<file path="config.mk">
export PLATFORM = sky130hd
export DESIGN_NAME = dcache_port_arbiter
export DESIGN_NICKNAME = d
export VERILOG_FILES = /design/src/rtl/dcarb_pkg.sv /design/src/rtl/dcarb_watchdog.sv /design/src/rtl/dcache_port_arbiter.sv
export SDC_FILE = /design/constraint.sdc
export NUM_CORES = 1
export LEC_CHECK = 0
export BUFFER_PORTS_ARGS = -buffer_cell sky130_fd_sc_hd__buf_2
export CORE_AREA = 5 5 199 201
export CTS_BUF_LIST = sky130_fd_sc_hd__clkbuf_16
export DETAILED_ROUTE_END_ITERATION = 7
export DIE_AREA = 0 0 204 206
export SYNTH_ARGS = -nofsm -noshare
export SYNTH_HDL_FRONTEND = slang
export SYNTH_HIERARCHICAL = 1
export SYNTH_SLANG_ARGS = --single-unit
export TNS_END_PERCENT = 20
</file>
<file path="constraint.sdc">
create_clock -name clk -period 4.1 [get_ports clk]
set_clock_uncertainty 0.2 [all_clocks]
set_input_delay 0.41 -clock clk [delete_from_list [all_inputs] [get_ports clk]]
set_output_delay 0.41 -clock clk [all_outputs]
set_load 0.02 [all_outputs]
</file>
<file path="src/rtl/dcarb_pkg.sv">
// Shared types for the D-cache port arbiter: FSM states, request owner,
// and a helper that names the owner of the request outstanding in a state.
package dcarb_pkg;

    localparam int unsigned DCARB_DATA_W = 64;

    typedef enum logic [1:0] {
        IDLE,
        CORE_WAIT,
        WALK_ISSUE,
        WALK_WAIT
    } dcarb_state_e;

    typedef enum logic {
        OWN_CORE,
        OWN_MMU
    } owner_e;

    // Only the two wait states hold an outstanding request; the walker owns it in WALK_WAIT.
    function automatic owner_e owner_of(input dcarb_state_e s);
        return (s == CORE_WAIT) ? OWN_CORE : OWN_MMU;
    endfunction

endpackage

</file>
<file path="src/rtl/dcarb_watchdog.sv">
// Watchdog for the single outstanding D-cache request: counts wait cycles
// since the last accept and raises a sticky flag once the limit is reached.
module dcarb_watchdog #(
    parameter int unsigned TIMEOUT_CYCLES = 1024
) (
    input  logic clk,
    input  logic reset,
    input  logic accept,
    input  logic waiting,
    output logic timeout
);

    logic [31:0] count;
    logic [31:0] count_inc;

    assign count_inc = count + 32'd1;

    // The flag sets on the same edge the counter reaches the limit and never clears.
    always_ff @(posedge clk or posedge reset) begin
        if (reset) begin
            count   <= '0;
            timeout <= 1'b0;
        end else if (accept) begin
            count <= '0;
        end else if (waiting) begin
            count <= count_inc;
            if (count_inc >= TIMEOUT_CYCLES) begin
                timeout <= 1'b1;
            end
        end
    end

endmodule

</file>
<file path="src/rtl/dcache_port_arbiter.sv">
// Shares the D-cache request port between the core LSU and the MMU walker.
// Optional watchdog built when DCARB_WATCHDOG_EN is defined.
module dcache_port_arbiter
   import dcarb_pkg::*;
#(
   parameter int unsigned TIMEOUT_CYCLES = 1024
)
(
   input  logic        clk,
   input  logic        reset,
   input  logic        core_req_valid,
   input  logic [63:0] core_req_addr,
   input  logic        core_req_we,
   input  logic [63:0] core_req_wdata,
   output logic        core_req_ready,
   output logic        core_resp_valid,
   output logic [63:0] core_resp_data,
   input  logic        mmu_use_dcache,
   input  logic [63:0] mmu_req_addr,
   output logic        mmu_resp_valid,
   output logic [63:0] mmu_resp_data,
   output logic        dc_req_valid,
   output logic [63:0] dc_req_addr,
   output logic        dc_req_we,
   output logic [63:0] dc_req_wdata,
   output logic        dc_req_phys,
   input  logic        dc_req_ready,
   input  logic        dc_resp_valid,
   input  logic [63:0] dc_resp_data,
   output logic        arb_timeout
);

   dcarb_state_e state;
   dcarb_state_e state_next;
   owner_e       resp_owner;
   logic         walker_drive;
   logic         core_drive;

   assign resp_owner = owner_of(state);

   // State register; asynchronous reset returns the arbiter to IDLE.
   always_ff @(posedge clk or posedge reset) begin
      if (reset) begin
         state <= IDLE;
      end else begin
         state <= state_next;
      end
   end

   // Responses arriving in IDLE or WALK_ISSUE have no owner and are dropped.
   always_comb begin
      state_next      = state;
      walker_drive    = 1'b0;
      core_drive      = 1'b0;
      core_req_ready  = 1'b0;
      core_resp_valid = 1'b0;
      core_resp_data  = '0;
      mmu_resp_valid  = 1'b0;
      mmu_resp_data   = '0;

      case (state)
         IDLE: begin
            if (mmu_use_dcache) begin
               walker_drive = 1'b1;
               state_next   = dc_req_ready ? WALK_WAIT : WALK_ISSUE;
            end else if (core_req_valid) begin
               core_drive     = 1'b1;
               core_req_ready = dc_req_ready;
               if (dc_req_ready) begin
                  state_next = CORE_WAIT;
               end
            end
         end
         WALK_ISSUE: begin
            if (!mmu_use_dcache) begin
               state_next = IDLE;
            end else begin
               walker_drive = 1'b1;
               if (dc_req_ready) begin
                  state_next = WALK_WAIT;
               end
            end
         end
         CORE_WAIT, WALK_WAIT: begin
            if (dc_resp_valid) begin
               if (resp_owner == OWN_CORE) begin
                  core_resp_valid = 1'b1;
                  core_resp_data  = dc_resp_data;
                  state_next      = IDLE;
               end else begin
                  mmu_resp_valid = mmu_use_dcache;
                  mmu_resp_data  = mmu_use_dcache ? dc_resp_data : '0;
                  state_next     = mmu_use_dcache ? WALK_ISSUE : IDLE;
               end
            end
         end
         default: state_next = IDLE;
      endcase

      if (reset) begin
         walker_drive    = 1'b0;
         core_drive      = 1'b0;
         core_req_ready  = 1'b0;
         core_resp_valid = 1'b0;
         core_resp_data  = '0;
         mmu_resp_valid  = 1'b0;
         mmu_resp_data   = '0;
      end
   end

   // Walker requests are always physical reads; write fields are forced to zero.
   always_comb begin
      dc_req_valid = walker_drive | core_drive;
      dc_req_addr  = '0;
      dc_req_we    = 1'b0;
      dc_req_wdata = '0;
      dc_req_phys  = 1'b0;
      if (walker_drive) begin
         dc_req_addr = mmu_req_addr;
         dc_req_phys = 1'b1;
      end else if (core_drive) begin
         dc_req_addr  = core_req_addr;
         dc_req_we    = core_req_we;
         dc_req_wdata = core_req_wdata;
      end
   end

`ifdef DCARB_WATCHDOG_EN
   dcarb_watchdog #(
      .TIMEOUT_CYCLES(TIMEOUT_CYCLES)
   ) u_watchdog (
      .clk    (clk),
      .reset  (reset),
      .accept (dc_req_valid && dc_req_ready),
      .waiting((state == CORE_WAIT) || (state == WALK_WAIT)),
      .timeout(arb_timeout)
   );
`else
   assign arb_timeout = 1'b0;
`endif

endmodule

</file>
==> results of run 1 <==
## layer usage
metal  share of wire [%]  global-route usage, %
met4                0.95                  0.622
met5                0.44                      0
met2                  48                   22.2
met3                  12                   5.04
met1                  39                   14.5
## cell type report
class                           count  area, sq um
Clock buffer                        3         75.1
Fill cell                        4366        32000
Antenna cell                        7         17.5
Inverter                            2         7.51
Tap cell                          511          639
Multi-Input combinational cell    271         1900
Timing Repair Buffer              529         2680
Sequential cell                     2         50.0
## worst max-delay path, delay by kind of cell
kind | cells | cell delay (ns)
buffers and inverters | 5 | 1.46
AND/OR/NAND/NOR | 1 | 0.45
AO/OA/AOI/OAI | 1 | 0.23
## path summary, 6_finish.rpt
path                                      start              endpoint  slack, ns
max                                       reset       dc_req_addr[40]       0.92
min reg2reg                state[1]$_DFFE_PP0P_  state[1]$_DFFE_PP0P_       0.43
min in group asynchronous                 reset  state[0]$_DFFE_PP0P_       0.47
max in group asynchronous                 reset  state[1]$_DFFE_PP0P_       3.12
min                               dc_resp_valid  state[0]$_DFFE_PP0P_       0.24
max reg2reg                state[0]$_DFFE_PP0P_  state[1]$_DFFE_PP0P_       2.98
## cells in the mapped netlist, types with 2 or more instances
| cell type | number |
|---|---|
| nand2_1 | 2 |
| clkbuf_1 | 4 |
| nor4b_2 | 2 |
| inv_2 | 2 |
| nor2_1 | 2 |
| dfrtp_1 | 2 |
| buf_2 | 2 |
| buf_6 | 16 |
| buf_4 | 10 |
| and2_1 | 194 |
| a22o_1 | 64 |
| clkbuf_2 | 4 |
## timing repair
item / 4_1_cts / 5_1_grt
hold endpoints to repair: 2 / 0
endpoints found under the setup margin: 0 / 0
hold buffers: 1 / 0
## stage by stage
| step | std cells | power (mW) | instance area, sq um |
|---|---|---|---|
| 2_1_floorplan | 311 | 0.256 | 2240 |
| 3_3_place_gp | 1314 | 0.479 | 5260 |
| 3_5_place_dp | 1314 | 0.485 | 5260 |
| 4_1_cts | 1318 | 0.634 | 5350 |
| 5_1_grt | 1318 | 0.667 | 5350 |
| 6_report | 1325 | 0.624 | 5360 |
## power by group through the flow
stage               Combinational (mW)  Sequential (mW)  Clock [mW]
finish                           0.452           0.0277       0.144
floorplan                        0.229           0.0266           0
global route                     0.490           0.0284       0.149
global placement                 0.451           0.0278           0
CTS                              0.460           0.0278       0.146
detailed placement               0.457           0.0279           0
## cells by family (layout without fill, tap and decap cells)
logic type / Yosys count / in the layout / synth area share (%)
other: 1 / 8 / 0.168
AOI/OAI and AO/OA: 66 / 66 / 25.7
DFF: 2 / 2 / 2.24
and+or+nand+nor: 204 / 204 / 58.1
buffers and inverters: 38 / 534 / 13.8
==> results.md, run 1 <==
* Status: complete, no violations
* Share of the synthesized area in the top cell type at 54.3%
* Final setup margin at 0.919 ns
* Slowest-stage cell, CP: dlygate4sd3_1
* Place WS at about 1.4 ns
* Synth Register Bits at 2
* Max Root-Sink Buffers at 2
* DRC errors left at 0
* Setup TNS at 0 ns
* Register-to-Register Path Depth at 3
* Biggest register: state
* Total GRT Usage at between 10% and 20%
* Die Ht at 206 um
* Sequential area share after synthesis at 2.24%
* Hold Vio Cnt, Final at 0
* Hold slack at 0.244 ns
* Class of the worst hold path: input port to flop
* Post-synthesis cell area at 2240 sq um
* Peak Freq at 314 MHz
* CTS tree: built
* Top Registers: state (2)
* Core Area at 37400 sq um
* Area grow syn2layout at 140%
* Clk root buf: clkbuf_16
* Layout Utilization at around 14%
* Post-DRT Antenna Nets at 0
* Share of layout cells above drive strength 1 at 66.5%
* Routability Congestion at 0.924
* Post-Synthesis Cells at approximately 310
* Final nets at 1072
* Max-Cap Viols at 0
* Hold depth at 2
* Crit path top cell by count: buf_2
* EDFF count, synth at 0
* GR Overflow Total at 0
* Leakage at 3.40 nW
* Worst-Margin Slew at approximately 0.56 ns
* Synth Area per Inst at 7.19 sq um
* Max reg flops at 2
* Mapped Nets at 574
* Commonest non-fill, non-tap cell in the layout: buf_2
* Synth Flop Type: dfrtp_1
* Int Pwr at 0.345 mW
* First DRT Iteration DRCs at 164
* Post-synth ARST share at 100%
* First-pass GRT wire length at 36200 um
* Die W at 204 um
* Die ar. at ~42000 sq um
* Flop pwr share at between 4 and 5%
* RSZ-0062 raised after global routing: false
* Max incr delay on CP at ~0.53 ns
* Max VDD drop at 0.0813 mV
* I/O Pins at 526
* Sw Pwr at 0.279 mW
* Final Setup Violations at 0
* Largest net degree at the start of global routing at 131
* Cts bufs inserted at 3
* Post-CTS Repair Setup Buffers at 0
* Gate power share at between 70% and 80%
* Vias in the first global route at 4391
* Clock share of power at 23.1%
* Post-synth top area cell: and2_1
* Crit path time final at 3.18 ns
* WL per Instance at around 22 um
* CTS resizes at 0
* Commonest non-fill, non-tap cells in the layout: buf_2 (524), and2_1 (194), a22o_1 (64)
* CP Cell Sequence: dlygate4sd3_1 -> buf_2 -> inv_2 -> and3_2 -> buf_4 -> a22o_1 -> buf_2
* Maximum fanout along the worst path at 50
* Number of synthesis warnings at 6
* Initial core utilization at 5.98%
* Yosys cell types at 19
* Critical path type: input port to output pin
* Crit path capture type: output pin
* 1st-pass router iterations at 6
* Slew HR at 62.7%
* Switch share at 44.7%
* Detailed placement HPWL at 26500 um
* Top cells by area, synth: and2_1 (54%), a22o_1 (25%), buf_6 (8.1%), buf_4 (3.4%), dfrtp_1 (2.2%)
* Clock latency on the worst-skew pair at 0.22 ns
* # rows at 71
* Crit share post-route at 77.6%
* Slew Viols, Final at 0
* Initial antenna violation count at 28
* Power per cell area at between 100 and 150 nW/um^2
* Clock transition at the registers of the reported paths at 0.03 ns
* IO Port Bufs at 524
* Startpoint Class: input port
* DR vias at 4401
* Data required, critical path at 3.49 ns
* Vias per inst at around 3.3
* H-tree levels at 1
* Critical Path AT at 2.57 ns
* # clock sinks at 2
* Routed wire length at 28500 um
No activity file was read; power rests on OpenSTA's default activity.
==> run 2: changes to the inputs <==
Settings changed: CORE_AREA 5 5 199 201 to 5 5 201 203, DIE_AREA 0 0 204 206 to 0 0 206 208.
Clock period 4.1 ns to 3.15 ns, I/O delays scaled along.
==> run 2 against run 1 <==
Net effect: count of clock-buffer cells in the layout stayed put; core utilization is 0.30 points lower; largest cell class unchanged; sequential share of layout area hardly changed; non-clock buffer count stayed put; global-route usage is 4.1 points lower; critical endpoint is now dc_req_addr[48]; critical path type unchanged; worst setup slack worse by 0.57 ns; power is 30% higher; register-to-register slack worse by 0.95 ns; first-iteration DRC count is 60% higher; combinational power is 29% higher; clock power is 33% higher.
==> results.md, run 2 (synthesis results as in run 1) <==
* Post-Place Cell Area at 5280 sq um
* Commonest non-fill, non-tap cell in the layout: buf_2
* Crit path time final at around 2.8 ns
* Max-Cap Viols at 0
* Crit path top cell by count: buf_2
* Worst Path Buf+Inv at 4
* CTS resizes at 0
* Filler cell count at ~4400
* Worst-Margin Slew at 0.556 ns
* Slowest-stage cell, CP: dlygate4sd3_1
* CP delay by family, top: buffers and inverters
* Final setup margin at ~0.35 ns
* Hold Vio Cnt, Final at 0
* Cts bufs inserted at 3
* Status: complete, no violations
* Class of the worst hold path: input port to flop
* Design Area, Final at ~5400 sq um
* CTS tree: built
* # clock sinks at 2
* Data required, critical path at 2.63 ns
* Initial antenna violation count at 19
* Area grow syn2layout at 140%
* Clock transition at the registers of the reported paths at 0.03 ns
* Largest net degree at the start of global routing at 131
* Routability Congestion at between 0.8 and 0.9
* First DRT Iteration DRCs at ~260
* Non-Filler Instances at around 1300
* Post-DRT Antenna Nets at 0
* Maximum fanout along the worst path at between 100 and 150
* RSZ-0062 raised after global routing: false
* Core Area at 38300 sq um
* # rows at 72
* Clk root buf: clkbuf_16
* GR Overflow Total at 0
* Max VDD drop at 0.0996 mV
* Vias per inst at 3.29
* Vias in the first global route at between 4000 and 5000
* DR vias at 4366
* Crit share post-route at 89.0%
* Share of layout cells above drive strength 1 at between 60% and 70%
* IO Port Bufs at 524
* Top Registers: state (2)
* Leakage at 3.40 nW
* Setup TNS at 0 ns
* Commonest non-fill, non-tap cells in the layout: buf_2 (524), and2_1 (194), a22o_1 (64)
* Place WS at 0.818 ns
* Critical Path AT at 2.29 ns
* CP Cell Sequence: dlygate4sd3_1 -> buf_2 -> nor4b_4 -> buf_12 -> a22o_1 -> buf_2
* 1st-pass router iterations at 4
* Tot Pwr at 0.808 mW
* Crit path capture type: output pin
* Total GRT Usage at a little over 8%
* Initial core utilization at 5.84%
* Startpoint Class: input port
* Placed Cells at ~1300
* Slew HR at 62.9%
* Final nets at ~1100
* Slew Viols, Final at 0
* Die ar. at 42800 sq um
* Biggest register: state
* Max reg flops at 2
* I/O Pins at roughly 530
* Max incr delay on CP at 0.53 ns
* Peak Freq at 357 MHz
* DRC errors left at 0
* Max Root-Sink Buffers at 2
* H-tree levels at 1
* Layout Utilization at 14.0%
* Clock latency on the worst-skew pair at 0.22 ns
* Critical path type: input port to output pin
* Die Ht at between 200 and 250 um
* Routed wire length at approximately 20000 um
* Power per cell area at 150 nW/um^2
* First-pass GRT wire length at ~26000 um
* Die W at 206 um
* Hold slack at 0.137 ns
* Final Setup Violations at 0
* Detailed placement HPWL at 18300 um
* WL per Instance at 15.0 um
[run 2: cell types whose count changed in the layout (fill, tap and decap cells not counted)]
| cell | before | now |
|---|---|---|
| diode_2 | 7 | 4 |
| buf_12 | 1 | 2 |
| buf_4 | 3 | 2 |
[run 2: layout make-up]
cell class | instances | area [sq um] | share of cell area (%)
Timing Repair Buffer | 529 | 2690 | 50.0
Clock buffer | 3 | 75.1 | 1.40
Inverter | 2 | 7.51 | 0.140
Antenna cell | 4 | 10.0 | 0.186
Sequential cell | 2 | 50.0 | 0.931
Multi-Input combinational cell | 271 | 1900 | 35.3
Tap cell | 518 | 648 | 12.1
[run 2: final timing paths]
kind,startpoint,endpoint,slack [ns],cells after the start
worst max-delay path,reset,dc_req_addr[48],0.35,6
worst min-delay path,dc_resp_valid,state[0]$_DFFE_PP0P_,0.14,2
worst max register to register,state[0]$_DFFE_PP0P_,state[1]$_DFFE_PP0P_,2.03,3
worst min register to register,state[1]$_DFFE_PP0P_,state[1]$_DFFE_PP0P_,0.41,1
max in group asynchronous,reset,state[0]$_DFFE_PP0P_,2.27,3
min in group asynchronous,reset,state[1]$_DFFE_PP0P_,0.37,3
[run 2: per-layer routing]
layer  up-vias  track usage (%)  part of all wire (%)
met5         -                0                  0.41
met3        49             2.46                    12
met1      1898             8.38                    33
li1       2035                -                     -
met2       372             16.3                    52
met4        12             1.70                   2.3
[run 2: where the power goes]
group          internal (mW)  total, mW  switching [mW]
Combinational          0.260      0.581           0.320
Sequential            0.0299     0.0359         0.00607
Clock                  0.162      0.191          0.0299
[run 2: what timing repair did]
action | 4_1_cts | 5_1_grt
hold buffers | 1 | 0
endpoints found under the hold margin | 2 | 0
buffers inserted | 0 | 0
[run 2: worst reg2reg max path, delay by kind of cell (launching register included)]
kind	cells	cell delay, ns
AO/OA/AOI/OAI	1	0.15
AND/OR/NAND/NOR	1	0.07
flip-flops	1	0.42
buffers and inverters	1	0.16
